<file path="src/rtl/note_bend2dds_if.sv">
// rtl/note_bend2dds_if.sv - request/result bundle for note_bend2dds; NOTE2DDS_TRANSPOSE_EN adds in_transpose
interface note_bend2dds_if #(
    parameter int ACC_W  = 32,
    parameter int NOTE_W = 9,
    parameter int FRAC_W = 7,
    parameter int CH_W   = 3
);
    // Request side
    logic              in_valid;
    logic              in_ready;
    logic [CH_W-1:0]   in_ch;
    logic [NOTE_W-1:0] in_note;
    logic [FRAC_W-1:0] in_frac;
`ifdef NOTE2DDS_TRANSPOSE_EN
    logic signed [7:0] in_transpose;
`endif

    // Result side
    logic              out_valid;
    logic [CH_W-1:0]   out_ch;
    logic [ACC_W-1:0]  out_adder;

`ifdef NOTE2DDS_TRANSPOSE_EN
    modport master (
        output in_valid, in_ch, in_note, in_frac, in_transpose,
        input  in_ready, out_valid, out_ch, out_adder
    );

    modport slave (
        input  in_valid, in_ch, in_note, in_frac, in_transpose,
        output in_ready, out_valid, out_ch, out_adder
    );
`else
    modport master (
        output in_valid, in_ch, in_note, in_frac,
        input  in_ready, out_valid, out_ch, out_adder
    );

    modport slave (
        input  in_valid, in_ch, in_note, in_frac,
        output in_ready, out_valid, out_ch, out_adder
    );
`endif
endinterface

</file>
<file path="src/rtl/note_bend2dds.sv">
// rtl/note_bend2dds.sv - time-multiplexed note+fine-pitch to DDS phase increment; NOTE2DDS_TRANSPOSE_EN enables transpose
module note_bend2dds #(
    parameter int ACC_W   = 32,
    parameter int NOTE_W  = 9,
    parameter int FRAC_W  = 7,
    parameter int CH_W    = 3,
    parameter int TOP_OCT = 42
) (
    input  logic          clk,
    input  logic          rst,
    note_bend2dds_if.slave bus
);
    localparam int PW = ACC_W + FRAC_W;

    typedef enum logic [1:0] {
        S_IDLE   = 2'd0,
        S_DIV    = 2'd1,
        S_LOOK   = 2'd2,
        S_INTERP = 2'd3
    } state_t;

    state_t            r_state;
    state_t            w_state_next;

    logic              w_in_ready;
    logic              w_accept;
    logic [NOTE_W-1:0] w_note_eff;
    logic              w_rem_ge12;

    logic [CH_W-1:0]   r_ch;
    logic [NOTE_W-1:0] r_rem;
    logic [5:0]        r_q;
    logic [FRAC_W-1:0] r_frac;
    logic [ACC_W-1:0]  r_base;
    logic [ACC_W-1:0]  r_next;

    logic              r_out_valid;
    logic [CH_W-1:0]   r_out_ch;
    logic [ACC_W-1:0]  r_out_adder;

    logic [PW-1:0]     w_diff;
    logic [PW-1:0]     w_prod;
    logic [PW-1:0]     w_v;
    logic [6:0]        w_shift;

    // Semitone increments for the top octave; index 11 is the default arm.
    function automatic logic [ACC_W-1:0] f_tbl(input logic [3:0] idx);
        case (idx)
            4'd0:    f_tbl = ACC_W'(32'd368205249);
            4'd1:    f_tbl = ACC_W'(32'd390099873);
            4'd2:    f_tbl = ACC_W'(32'd413296419);
            4'd3:    f_tbl = ACC_W'(32'd437872302);
            4'd4:    f_tbl = ACC_W'(32'd463909545);
            4'd5:    f_tbl = ACC_W'(32'd491495042);
            4'd6:    f_tbl = ACC_W'(32'd520720858);
            4'd7:    f_tbl = ACC_W'(32'd551684531);
            4'd8:    f_tbl = ACC_W'(32'd584489400);
            4'd9:    f_tbl = ACC_W'(32'd619244949);
            4'd10:   f_tbl = ACC_W'(32'd656067170);
            default: f_tbl = ACC_W'(32'd695078954);
        endcase
    endfunction

`ifdef NOTE2DDS_TRANSPOSE_EN
    logic signed [NOTE_W+1:0] w_note_sum;

    assign w_note_sum = $signed({2'b00, bus.in_note})
                      + $signed({{(NOTE_W+2-8){bus.in_transpose[7]}}, bus.in_transpose});

    // Clamp the transposed note into 0..2^NOTE_W-1 using the sign and overflow bits.
    always_comb begin
        w_note_eff = w_note_sum[NOTE_W-1:0];
        if (w_note_sum[NOTE_W+1]) begin
            w_note_eff = '0;
        end else if (w_note_sum[NOTE_W]) begin
            w_note_eff = '1;
        end
    end
`else
    assign w_note_eff = bus.in_note;
`endif

    assign w_accept   = bus.in_valid && w_in_ready;
    assign w_rem_ge12 = (r_rem >= NOTE_W'(12));

    // Interpolate between adjacent semitones; the diff is never negative since the table rises.
    assign w_diff  = PW'(r_next - r_base);
    assign w_prod  = w_diff * PW'(r_frac);
    assign w_v     = PW'(r_base) + (w_prod >> FRAC_W);
    assign w_shift = (int'(r_q) >= TOP_OCT) ? 7'd0 : 7'(TOP_OCT - int'(r_q));

    // State register.
    always_ff @(posedge clk) begin
        if (rst) begin
            r_state <= S_IDLE;
        end else begin
            r_state <= w_state_next;
        end
    end

    // Next-state: IDLE -> DIV (q+1 cycles) -> LOOK -> INTERP -> IDLE.
    always_comb begin
        w_state_next = r_state;
        case (r_state)
            S_IDLE:   if (w_accept) w_state_next = S_DIV;
            S_DIV:    if (!w_rem_ge12) w_state_next = S_LOOK;
            S_LOOK:   w_state_next = S_INTERP;
            S_INTERP: w_state_next = S_IDLE;
            default:  w_state_next = S_IDLE;
        endcase
    end

    // Handshake output: ready only while idle and not held in reset.
    always_comb begin
        w_in_ready = 1'b0;
        if ((r_state == S_IDLE) && !rst) begin
            w_in_ready = 1'b1;
        end
    end

    // Datapath: latch request, divide by 12, fetch semitone pair, emit scaled result.
    always_ff @(posedge clk) begin
        if (rst) begin
            r_ch        <= '0;
            r_rem       <= '0;
            r_q         <= '0;
            r_frac      <= '0;
            r_base      <= '0;
            r_next      <= '0;
            r_out_valid <= 1'b0;
            r_out_ch    <= '0;
            r_out_adder <= '0;
        end else begin
            r_out_valid <= 1'b0;
            case (r_state)
                S_IDLE: begin
                    if (w_accept) begin
                        r_ch   <= bus.in_ch;
                        r_rem  <= w_note_eff;
                        r_q    <= '0;
                        r_frac <= bus.in_frac;
                    end
                end
                S_DIV: begin
                    if (w_rem_ge12) begin
                        r_rem <= r_rem - NOTE_W'(12);
                        r_q   <= r_q + 6'd1;
                    end
                end
                S_LOOK: begin
                    r_base <= f_tbl(r_rem[3:0]);
                    // Above B the next semitone is C of the following octave: twice C.
                    if (r_rem[3:0] == 4'd11) begin
                        r_next <= f_tbl(4'd0) << 1;
                    end else begin
                        r_next <= f_tbl(r_rem[3:0] + 4'd1);
                    end
                end
                S_INTERP: begin
                    r_out_valid <= 1'b1;
                    r_out_ch    <= r_ch;
                    r_out_adder <= ACC_W'(w_v >> w_shift);
                end
                default: ;
            endcase
        end
    end

    assign bus.in_ready  = w_in_ready;
    assign bus.out_valid = r_out_valid;
    assign bus.out_ch    = r_out_ch;
    assign bus.out_adder = r_out_adder;

endmodule
</file>
<file path="src/flat_wrapper.sv">
// flat-port wrapper written by rule: the top's interface ports become plain ports
module note_bend2dds_flat 
#(
    parameter int ACC_W   = 32,
    parameter int NOTE_W  = 9,
    parameter int FRAC_W  = 7,
    parameter int CH_W    = 3,
    parameter int TOP_OCT = 42
)
  (clk, rst, bus_in_valid, bus_in_ch, bus_in_note, bus_in_frac, bus_in_ready, bus_out_valid, bus_out_ch, bus_out_adder);
  note_bend2dds_if #(.ACC_W(ACC_W), .NOTE_W(NOTE_W), .FRAC_W(FRAC_W), .CH_W(CH_W)) bus_i ();
  input  logic clk;
  input  logic rst;
  input wire logic [$bits(bus_i.in_valid)-1:0] bus_in_valid;
  input wire logic [$bits(bus_i.in_ch)-1:0] bus_in_ch;
  input wire logic [$bits(bus_i.in_note)-1:0] bus_in_note;
  input wire logic [$bits(bus_i.in_frac)-1:0] bus_in_frac;
  output wire logic [$bits(bus_i.in_ready)-1:0] bus_in_ready;
  output wire logic [$bits(bus_i.out_valid)-1:0] bus_out_valid;
  output wire logic [$bits(bus_i.out_ch)-1:0] bus_out_ch;
  output wire logic [$bits(bus_i.out_adder)-1:0] bus_out_adder;
  assign bus_i.in_valid = bus_in_valid;
  assign bus_i.in_ch = bus_in_ch;
  assign bus_i.in_note = bus_in_note;
  assign bus_i.in_frac = bus_in_frac;
  assign bus_in_ready = bus_i.in_ready;
  assign bus_out_valid = bus_i.out_valid;
  assign bus_out_ch = bus_i.out_ch;
  assign bus_out_adder = bus_i.out_adder;
  note_bend2dds #(.ACC_W(ACC_W), .NOTE_W(NOTE_W), .FRAC_W(FRAC_W), .CH_W(CH_W), .TOP_OCT(TOP_OCT)) u_core (.clk(clk), .rst(rst), .bus(bus_i));
endmodule
</file>
<file path="config.mk">
export PLATFORM = sky130hd
export DESIGN_NAME = note_bend2dds_flat
export DESIGN_NICKNAME = d
export VERILOG_FILES = /design/src/rtl/note_bend2dds_if.sv /design/src/rtl/note_bend2dds.sv /design/src/flat_wrapper.sv
export SDC_FILE = /design/constraint.sdc
export NUM_CORES = 1
export LEC_CHECK = 0
export BUFFER_PORTS_ARGS = -buffer_cell sky130_fd_sc_hd__buf_2
export CORE_UTILIZATION = 40
export CTS_BUF_LIST = sky130_fd_sc_hd__clkbuf_4
export DETAILED_ROUTE_END_ITERATION = 7
export PLACE_DENSITY = 0.51
export SYNTH_ARGS = -nofsm -noshare
export SYNTH_HDL_FRONTEND = slang
export SYNTH_SLANG_ARGS = --single-unit
</file>
<file path="constraint.sdc">
create_clock -name clk -period 24.9 [get_ports clk]
set_input_delay 2.49 -clock clk [delete_from_list [all_inputs] [get_ports clk]]
set_output_delay 2.49 -clock clk [all_outputs]
set_load 0.02 [all_outputs]
</file>
==> run_summary.xml, run 1 <==
<?xml version="1.0" encoding="UTF-8"?>
<metrics>
  <group name="clock_network">
    <metric name="cts.clk_slew.worst_paths" unit="ns">0.14</metric>
    <metric name="post_cts_resized" unit="">0</metric>
    <metric name="cts_post_setup_buffers_inserted" unit="">0</metric>
    <metric name="post_cts_hold_buffer_count" unit="">0</metric>
    <metric name="cts_max_level" unit="">4</metric>
    <metric name="cts.path.max_buffers" unit="">2</metric>
    <metric name="tritoncts" unit="">done</metric>
    <metric name="clkLatencyLatePin" unit="ns">0.72</metric>
    <metric name="cts_num_sinks" unit="">123</metric>
    <metric name="clk_root_buffer_cell" unit="">sky130_fd_sc_hd__clkbuf_4</metric>
    <metric name="tritoncts_buffers" unit="">17</metric>
  </group>
  <group name="hold_path">
    <metric name="whs_path_depth" unit="">2</metric>
    <metric name="worst_hold_path_type" unit="">flop to flop</metric>
    <metric name="hold_startpoint" unit="">u_core.bus.out_adder[27]</metric>
  </group>
  <group name="yosys">
    <metric name="synthesis.area_per_instance" unit="µm²">7.78</metric>
    <metric name="synth_compound_area_share" unit="%">21.5</metric>
    <metric name="mapped_cells" unit="">2209</metric>
    <metric name="synth-xor-area-share" unit="%">4.38</metric>
    <metric name="synth_adder_area_share" unit="%">28.4</metric>
    <metric name="yosys_register_bits" unit="">123</metric>
    <metric name="synth.net_count" unit="">2522</metric>
    <metric name="synth_cell_type_count" unit="">90</metric>
    <metric name="ys_seq_area_share" unit="%">14.3</metric>
    <metric name="yosysWarningCount" unit="">0</metric>
    <metric name="synth_mux_area_share" unit="%">2.72</metric>
    <metric name="main_combinational_cell_family_by_area_after_synthesis" unit="">adder cells</metric>
    <metric name="post_synthesis_instance_area" unit="µm²">17200</metric>
    <metric name="asyncSetResetFlopFracSynth" unit="%">0</metric>
    <metric name="synthSimpleGateAreaFrac" unit="%">21.4</metric>
    <metric name="synth-edff-count" unit="">0</metric>
    <metric name="ys.flop_type" unit="">sky130_fd_sc_hd__dfxtp_1</metric>
  </group>
  <group name="finish">
    <metric name="layout-drive-gt1-share" unit="%">7.65</metric>
    <metric name="finalNonFillerCells" unit="">2750</metric>
    <metric name="nFillCells" unit="">4310</metric>
    <metric name="number_of_nets_in_the_finished_design" unit="">2509</metric>
    <metric name="mostFrequentLayoutCell" unit="">sky130_fd_sc_hd__nand2_1</metric>
    <metric name="final_cell_mix" unit="">289 x sky130_fd_sc_hd__nand2_1, 213 x sky130_fd_sc_hd__inv_1, 192 x sky130_fd_sc_hd__nor2_1</metric>
    <metric name="flow.area_growth_from_synthesis" unit="%">5.62</metric>
  </group>
  <group name="floorplan">
    <metric name="chipHeight" unit="µm">209</metric>
    <metric name="die-area" unit="µm²">43800</metric>
    <metric name="pin_count" unit="">59</metric>
    <metric name="fp-row-count" unit="">75</metric>
    <metric name="initial_utilization" unit="%">40.8</metric>
    <metric name="coreArea" unit="µm²">42100</metric>
    <metric name="floorplan.die.width" unit="µm">209</metric>
  </group>
  <group name="placement">
    <metric name="place_inst" unit="">2716</metric>
    <metric name="gpl.final_weighted_congestion" unit="">0.872</metric>
    <metric name="port_buffers" unit="">58</metric>
    <metric name="hpwlAfterDp" unit="µm">40700</metric>
  </group>
  <group name="job">
    <metric name="max_cap_viol_count" unit="">0</metric>
  </group>
  <group name="detailed_routing">
    <metric name="initialDrtViolationCount" unit="">1185</metric>
    <metric name="routedWlPerCell" unit="µm">18.8</metric>
    <metric name="drcViolationCount" unit="">0</metric>
    <metric name="num_vias" unit="">15415</metric>
    <metric name="post_drt_via_cell_ratio" unit="">5.61</metric>
    <metric name="drt.antenna.violating_nets" unit="">0</metric>
    <metric name="dr.pass1.iters" unit="">6</metric>
    <metric name="drt-total-wl" unit="µm">51800</metric>
  </group>
  <group name="global_route">
    <metric name="grt_overflow_total" unit="">0</metric>
    <metric name="globalRouteTotalUtil" unit="%">24.6</metric>
    <metric name="grt_first_pass_wirelength" unit="µm">84800</metric>
    <metric name="first_global_vias" unit="">15455</metric>
    <metric name="grt_max_degree" unit="">80</metric>
    <metric name="initial_antenna_violation_count" unit="">1</metric>
  </group>
  <group name="run_status">
    <metric name="outcome" unit="">completed</metric>
  </group>
  <group name="sta">
    <metric name="maxSlewViolCount" unit="">0</metric>
    <metric name="relSlewSlack" unit="%">30.3</metric>
    <metric name="fin_crit_sh" unit="%">45.5</metric>
    <metric name="worstMarginPinSlew" unit="ns">1.04</metric>
    <metric name="fmax" unit="MHz">88.3</metric>
    <metric name="hold_viol_final" unit="">0</metric>
    <metric name="min_period" unit="ns">11.33</metric>
    <metric name="grt_setup_unrepaired" unit="">no</metric>
    <metric name="final.setup_skew" unit="ns">0.0219</metric>
    <metric name="total_setup_violations_reported_at_the_end_of_the_flow" unit="">0</metric>
    <metric name="setup-tns-final" unit="ns">0</metric>
  </group>
  <group name="worst_setup_path">
    <metric name="worst_flop_to_flop_path_endpoint" unit="">u_core.bus.out_adder[0]</metric>
    <metric name="critical_path.top_delay_family" unit="">compound AO/OA/AOI/OAI gates</metric>
    <metric name="worst-path-max-fanout" unit="">10</metric>
    <metric name="critical_path_cell_count" unit="">43</metric>
    <metric name="delay_of_the_slowest_cell_on_the_worst_path" unit="ns">0.66</metric>
    <metric name="critical_path.slowest_cell" unit="">sky130_fd_sc_hd__a2111oi_0</metric>
    <metric name="timing.critical_path.to_type" unit="">flop</metric>
    <metric name="crit_path_start" unit="">u_core.r_base[1]</metric>
    <metric name="timing.critical_path.required" unit="ns">25.56</metric>
    <metric name="critPathCapture" unit="">u_core.bus.out_adder[0]</metric>
    <metric name="worst_case_register_to_register_setup_slack" unit="ns">13.57</metric>
    <metric name="r2r.worst_path.cells" unit="">43</metric>
    <metric name="critical_path.n_buffers_inverters" unit="">3</metric>
    <metric name="arrival" unit="ns">11.99</metric>
    <metric name="critPathKind" unit="">flop to flop</metric>
    <metric name="start_kind" unit="">flop</metric>
    <metric name="crit-reg2reg-launch" unit="">u_core.r_base[1]</metric>
  </group>
</metrics>
stage by stage:
| stage | setup WS, ns | util, % | cell area, µm² | hold slack, ns |
|---|---|---|---|---|
| after floorplan | 14.94 | - | 17200 | 0.445 |
| after global placement | 13.83 | 42.5 | 17900 | 0.447 |
| after detailed placement | 13.70 | 42.5 | 17900 | 0.450 |
| after CTS | 13.63 | 43.1 | 18200 | 0.469 |
| after global routing | 12.71 | 43.1 | 18200 | 0.493 |
| final | 13.57 | 43.1 | 18200 | 0.467 |
sequential cells by signal, summed over array words and instances (netlist names):
| register | cells |
|---|---|
| u_core.r_ch | 3 |
| u_core.r_next | 30 |
| u_core.bus.out_adder | 32 |
| u_core.bus.out_valid | 1 |
| u_core.r_frac | 7 |
| u_core.r_q | 6 |
| u_core.bus.out_ch | 3 |
| u_core.r_base | 30 |
| u_core.r_rem | 9 |
| u_core.r_state | 2 |
cell usage after synthesis (11+ instances only):
cell	number	area, µm²
sky130_fd_sc_hd__nand2b_1	32	200
sky130_fd_sc_hd__ha_1	125	1560
sky130_fd_sc_hd__nor3_1	42	210
sky130_fd_sc_hd__nor2b_1	26	163
sky130_fd_sc_hd__xnor2_1	63	552
sky130_fd_sc_hd__nand2_1	289	1080
sky130_fd_sc_hd__a22oi_1	15	113
sky130_fd_sc_hd__nor2_1	193	724
sky130_fd_sc_hd__o211ai_1	15	113
sky130_fd_sc_hd__nand4_1	11	68.8
sky130_fd_sc_hd__o31ai_1	15	113
sky130_fd_sc_hd__o21a_1	21	158
sky130_fd_sc_hd__nand3_1	35	175
sky130_fd_sc_hd__a211oi_1	47	353
sky130_fd_sc_hd__a21oi_1	162	811
sky130_fd_sc_hd__or3_1	11	68.8
sky130_fd_sc_hd__mux2i_1	24	240
sky130_fd_sc_hd__and3_1	14	87.6
sky130_fd_sc_hd__o21ai_1	12	60.1
sky130_fd_sc_hd__fa_1	166	3320
sky130_fd_sc_hd__a31oi_1	18	113
sky130_fd_sc_hd__dfxtp_1	123	2460
sky130_fd_sc_hd__clkbuf_1	98	368
sky130_fd_sc_hd__a21o_1	29	218
sky130_fd_sc_hd__xor2_1	23	201
sky130_fd_sc_hd__inv_1	213	800
sky130_fd_sc_hd__o21ai_0	94	470
sky130_fd_sc_hd__and2_1	89	557
area by class of cell:
type                       instances  area (µm²)  share of cell area [%]
clock buffer                      17         128                   0.703
timing repair buffer              82         473                    2.60
multi-input combinational       1757       13500                    74.3
antenna                            2        5.00                  0.0276
sequential                       123        2460                    13.6
clock inverter                    15         116                   0.641
inverter                         215         807                    4.44
tap                              539         674                    3.71
worst min-delay path by stage:
| stage | to | slack (ns) |
|---|---|---|
| 3_5_place_dp | u_core.bus.out_adder[27] | 0.45 |
| 2_1_floorplan | u_core.r_next[0] | 0.45 |
| 3_3_place_gp | u_core.bus.out_adder[27] | 0.45 |
| 6_report | u_core.bus.out_adder[27] | 0.47 |
| 4_1_cts | u_core.bus.out_adder[27] | 0.47 |
| 5_1_grt | u_core.bus.out_adder[25] | 0.49 |
worst min-delay path: cells and delay by family (launching register included):
kind | cells | cell delay [ns]
flops | 1 | 0.33
simple gates | 1 | 0.05
compound gates | 1 | 0.05
routing by layer:
metal,wire [µm],part of all wire [%],vias up,GRT usage (%)
met1,25300,49,7479,35.2
met5,0,0,-,0
met4,1020,2.0,0,6.57
met3,2170,4.2,60,3.52
met2,23300,45,348,38.6
li1,-,-,7528,-
logic make-up after synthesis:
kind of cell	after synthesis
xor gates and xnor gates	86
AOI/OAI and AO/OA	556
DFF	123
buffers and inverters	329
and+or+nand+nor	785
adders and majority gates	291
muxes	39
Power of run 1 is not shown: default switching activity piles up to over one toggle a cycle in this logic, so the estimate is an artifact.
==> run 2, diff against run 1 <==
- ABC_AREA: unset -> 1
- PLACE_DENSITY: 0.51 -> 0.53
- clock period: 24.9 -> 9.4 ns (I/O delays scaled with it)
==> run 2 against run 1 <==
Effect of this change:
- flip-flop and latch count is the same
- non-clock buffer count grew 23
- final area grew 5.4%
- routed wire length grew 15%
- clock-buffer cell count is the same
- global-route usage grew 2.9 points
- register-to-register slack lost 13 ns
- critical endpoint is now u_core.bus.out_adder[10]
- largest cell class unchanged
- highest routed layer unchanged
==> run_summary.xml, run 2 <==
<?xml version="1.0" encoding="UTF-8"?>
<metrics>
  <group name="placement">
    <metric name="port_buffers" unit="">58</metric>
    <metric name="gpl.final_weighted_congestion" unit="">0.925</metric>
    <metric name="hpwlAfterDp" unit="µm">49600</metric>
    <metric name="preCtsSetupSlack" unit="ns">-0.114</metric>
  </group>
  <group name="worst_setup_path">
    <metric name="timing.critical_path.to_type" unit="">flop</metric>
    <metric name="delay_of_the_slowest_cell_on_the_worst_path" unit="ns">0.55</metric>
    <metric name="critPathKind" unit="">flop to flop</metric>
    <metric name="worst_case_register_to_register_setup_slack" unit="ns">0.51</metric>
    <metric name="crit_path_start" unit="">u_core.r_base[1]</metric>
    <metric name="arrival" unit="ns">9.40</metric>
    <metric name="critPathMostFrequentCell" unit="">sky130_fd_sc_hd__nand3_1</metric>
    <metric name="crit-reg2reg-launch" unit="">u_core.r_base[1]</metric>
    <metric name="start_kind" unit="">flop</metric>
    <metric name="worst-path-max-fanout" unit="">5</metric>
    <metric name="critical_path.slowest_cell" unit="">sky130_fd_sc_hd__fa_1</metric>
    <metric name="timing.critical_path.required" unit="ns">9.91</metric>
  </group>
  <group name="finish">
    <metric name="largest_register_ffs" unit="">32</metric>
    <metric name="mostFrequentLayoutCell" unit="">sky130_fd_sc_hd__nand2_1</metric>
    <metric name="flow.area_growth_from_synthesis" unit="%">8.50</metric>
    <metric name="final_cell_mix" unit="">635 x sky130_fd_sc_hd__nand2_1, 413 x sky130_fd_sc_hd__inv_1, 223 x sky130_fd_sc_hd__nor2_1</metric>
    <metric name="layout.core_utilization" unit="%">44.2</metric>
    <metric name="layout-drive-gt1-share" unit="%">10.2</metric>
    <metric name="number_of_nets_in_the_finished_design" unit="">2978</metric>
  </group>
  <group name="sta">
    <metric name="maxSlewViolCount" unit="">0</metric>
    <metric name="fmax" unit="MHz">112</metric>
    <metric name="min_period" unit="ns">8.89</metric>
    <metric name="relSlewSlack" unit="%">34.3</metric>
    <metric name="final.setup_skew" unit="ns">0.0364</metric>
    <metric name="worstMarginPinSlew" unit="ns">0.980</metric>
    <metric name="hold_viol_final" unit="">0</metric>
    <metric name="fin_crit_sh" unit="%">94.6</metric>
    <metric name="total_setup_violations_reported_at_the_end_of_the_flow" unit="">0</metric>
    <metric name="postLayoutSetupSlackWorst" unit="ns">0.508</metric>
  </group>
  <group name="clock_network">
    <metric name="post_cts_hold_buffer_count" unit="">0</metric>
    <metric name="clkLatencyLatePin" unit="ns">0.62</metric>
    <metric name="cts_max_level" unit="">4</metric>
    <metric name="tritoncts" unit="">done</metric>
    <metric name="cts.path.max_buffers" unit="">2</metric>
    <metric name="clk_root_buffer_cell" unit="">sky130_fd_sc_hd__clkbuf_4</metric>
    <metric name="cts_num_sinks" unit="">123</metric>
    <metric name="tritoncts_buffers" unit="">17</metric>
    <metric name="cts.clk_slew.worst_paths" unit="ns">0.16</metric>
  </group>
  <group name="yosys">
    <metric name="yosysWarningCount" unit="">0</metric>
    <metric name="synth.net_count" unit="">2943</metric>
    <metric name="yosys_register_bits" unit="">123</metric>
    <metric name="synth-edff-count" unit="">0</metric>
    <metric name="synthesis.area_per_instance" unit="µm²">6.71</metric>
    <metric name="synth.largest_area_cell" unit="">sky130_fd_sc_hd__fa_1</metric>
    <metric name="asyncSetResetFlopFracSynth" unit="%">0</metric>
    <metric name="ys.flop_type" unit="">sky130_fd_sc_hd__dfxtp_1</metric>
    <metric name="library_cell_with_the_highest_instance_count_after_synthesis" unit="">sky130_fd_sc_hd__nand2_1</metric>
    <metric name="synth.top_cells.by_area" unit="">sky130_fd_sc_hd__fa_1 19%, sky130_fd_sc_hd__dfxtp_1 14%, sky130_fd_sc_hd__nand2_1 14%, sky130_fd_sc_hd__ha_1 8.9%, sky130_fd_sc_hd__inv_1 8.9%</metric>
    <metric name="ys_seq_area_share" unit="%">14.0</metric>
    <metric name="synth_top_area_share" unit="%">18.8</metric>
    <metric name="post_synthesis_instance_area" unit="µm²">17600</metric>
    <metric name="synth_cell_type_count" unit="">62</metric>
    <metric name="mapped_cells" unit="">2630</metric>
    <metric name="synth_commonest_cells" unit="">636 x sky130_fd_sc_hd__nand2_1, 416 x sky130_fd_sc_hd__inv_1, 228 x sky130_fd_sc_hd__nor2_1</metric>
  </group>
  <group name="floorplan">
    <metric name="floorplan.die.width" unit="µm">212</metric>
    <metric name="fp-row-count" unit="">76</metric>
    <metric name="initial_utilization" unit="%">40.8</metric>
    <metric name="coreArea" unit="µm²">43300</metric>
    <metric name="pin_count" unit="">59</metric>
    <metric name="chipHeight" unit="µm">212</metric>
    <metric name="die-area" unit="µm²">44900</metric>
  </group>
  <group name="global_route">
    <metric name="globalRouteTotalUtil" unit="%">27.5</metric>
    <metric name="initial_antenna_violation_count" unit="">1</metric>
    <metric name="grt_overflow_total" unit="">0</metric>
    <metric name="grt_max_degree" unit="">70</metric>
    <metric name="first_global_vias" unit="">17134</metric>
    <metric name="grt_first_pass_wirelength" unit="µm">94900</metric>
  </group>
  <group name="detailed_routing">
    <metric name="dr.pass1.iters" unit="">7</metric>
    <metric name="drcViolationCount" unit="">0</metric>
    <metric name="drt.antenna.violating_nets" unit="">0</metric>
    <metric name="num_vias" unit="">17283</metric>
    <metric name="initialDrtViolationCount" unit="">1415</metric>
    <metric name="drt-total-wl" unit="µm">59500</metric>
    <metric name="routedWlPerCell" unit="µm">18.2</metric>
    <metric name="post_drt_via_cell_ratio" unit="">5.30</metric>
  </group>
  <group name="job">
    <metric name="max_cap_viol_count" unit="">0</metric>
  </group>
  <group name="hold_path">
    <metric name="hold_startpoint" unit="">u_core.r_ch[0]</metric>
    <metric name="worst_hold_path_type" unit="">flop to flop</metric>
  </group>
  <group name="run_status">
    <metric name="outcome" unit="">completed</metric>
  </group>
</metrics>
## run 2: worst paths after layout
| kind | endpoint | cells past startpoint |
|---|---|---|
| worst max register to register | u_core.bus.out_adder[10] | 44 |
| worst min-delay path | u_core.r_ch[0] | 2 |
| worst max-delay path | u_core.bus.out_adder[10] | 44 |
| worst min register to register | u_core.r_ch[0] | 2 |
## run 2: through the flow
step | std cells | TNS (ns) | instance area, µm² | hold slack, ns
after floorplan | 2630 | 0 | 17600 | 0.430
after global placement | 3224 | -1.05 | 18500 | 0.446
after detailed placement | 3224 | -0.982 | 18500 | 0.456
after CTS | 3255 | 0 | 18800 | 0.474
after global routing | 3263 | -0.235 | 19100 | 0.493
final | 3263 | 0 | 19100 | 0.466
## run 2: timing repair
| item | 4_1_cts | 5_1_grt |
|---|---|---|
| setup endpoints to repair | 20 | 32 |
| pin swaps | 0 | 10 |
| buffers inserted | 0 | 7 |
| gates resized for setup | 5 | 67 |
## run 2: final cells by class
| class | instances | area, µm² |
|---|---|---|
| Antenna cell | 1 | 2.50 |
| Clock buffer | 17 | 128 |
| Clock inverter | 14 | 119 |
| Fill cell | 4708 | 24100 |
| Inverter | 428 | 1610 |
| Multi-Input combinational cell | 1990 | 13400 |
| Sequential cell | 123 | 2470 |
| Tap cell | 585 | 732 |
| Timing Repair Buffer | 105 | 643 |
## run 2: worst max-delay path, delay by kind of cell (launching register included)
family                   cells  cell delay (ns)
buffers and inverters        5             0.44
adder cells (fa/ha/maj)      7             2.99
AND/OR/NAND/NOR             24             3.45
XOR/XNOR                     2             0.52
AO/OA/AOI/OAI                6             0.95
flip-flops                   1             0.41
## run 2: cell families (layout without fill, tap and decap cells)
logic type / after synthesis / after routing / synth area share, %
compound gates: 430 / 430 / 14.1
xor+xnor: 70 / 70 / 3.52
fa+ha+maj: 291 / 291 / 27.7
buf+inv: 517 / 564 / 11.7
flops: 123 / 123 / 14.0
mux: 1 / 1 / 0.0567
other cells: 0 / 1 / 0
simple gates: 1198 / 1198 / 28.9
## run 2: layer usage
| metal | track usage, % | vias up | part of all wire [%] |
|---|---|---|---|
| met5 | 0 | - | 0 |
| met4 | 5.35 | 0 | 1.3 |
| met3 | 3.28 | 48 | 5.7 |
| met2 | 42.3 | 446 | 43 |
| met1 | 41.0 | 8338 | 50 |
| li1 | - | 8451 | - |
Power of run 2 is left out for the same reason.
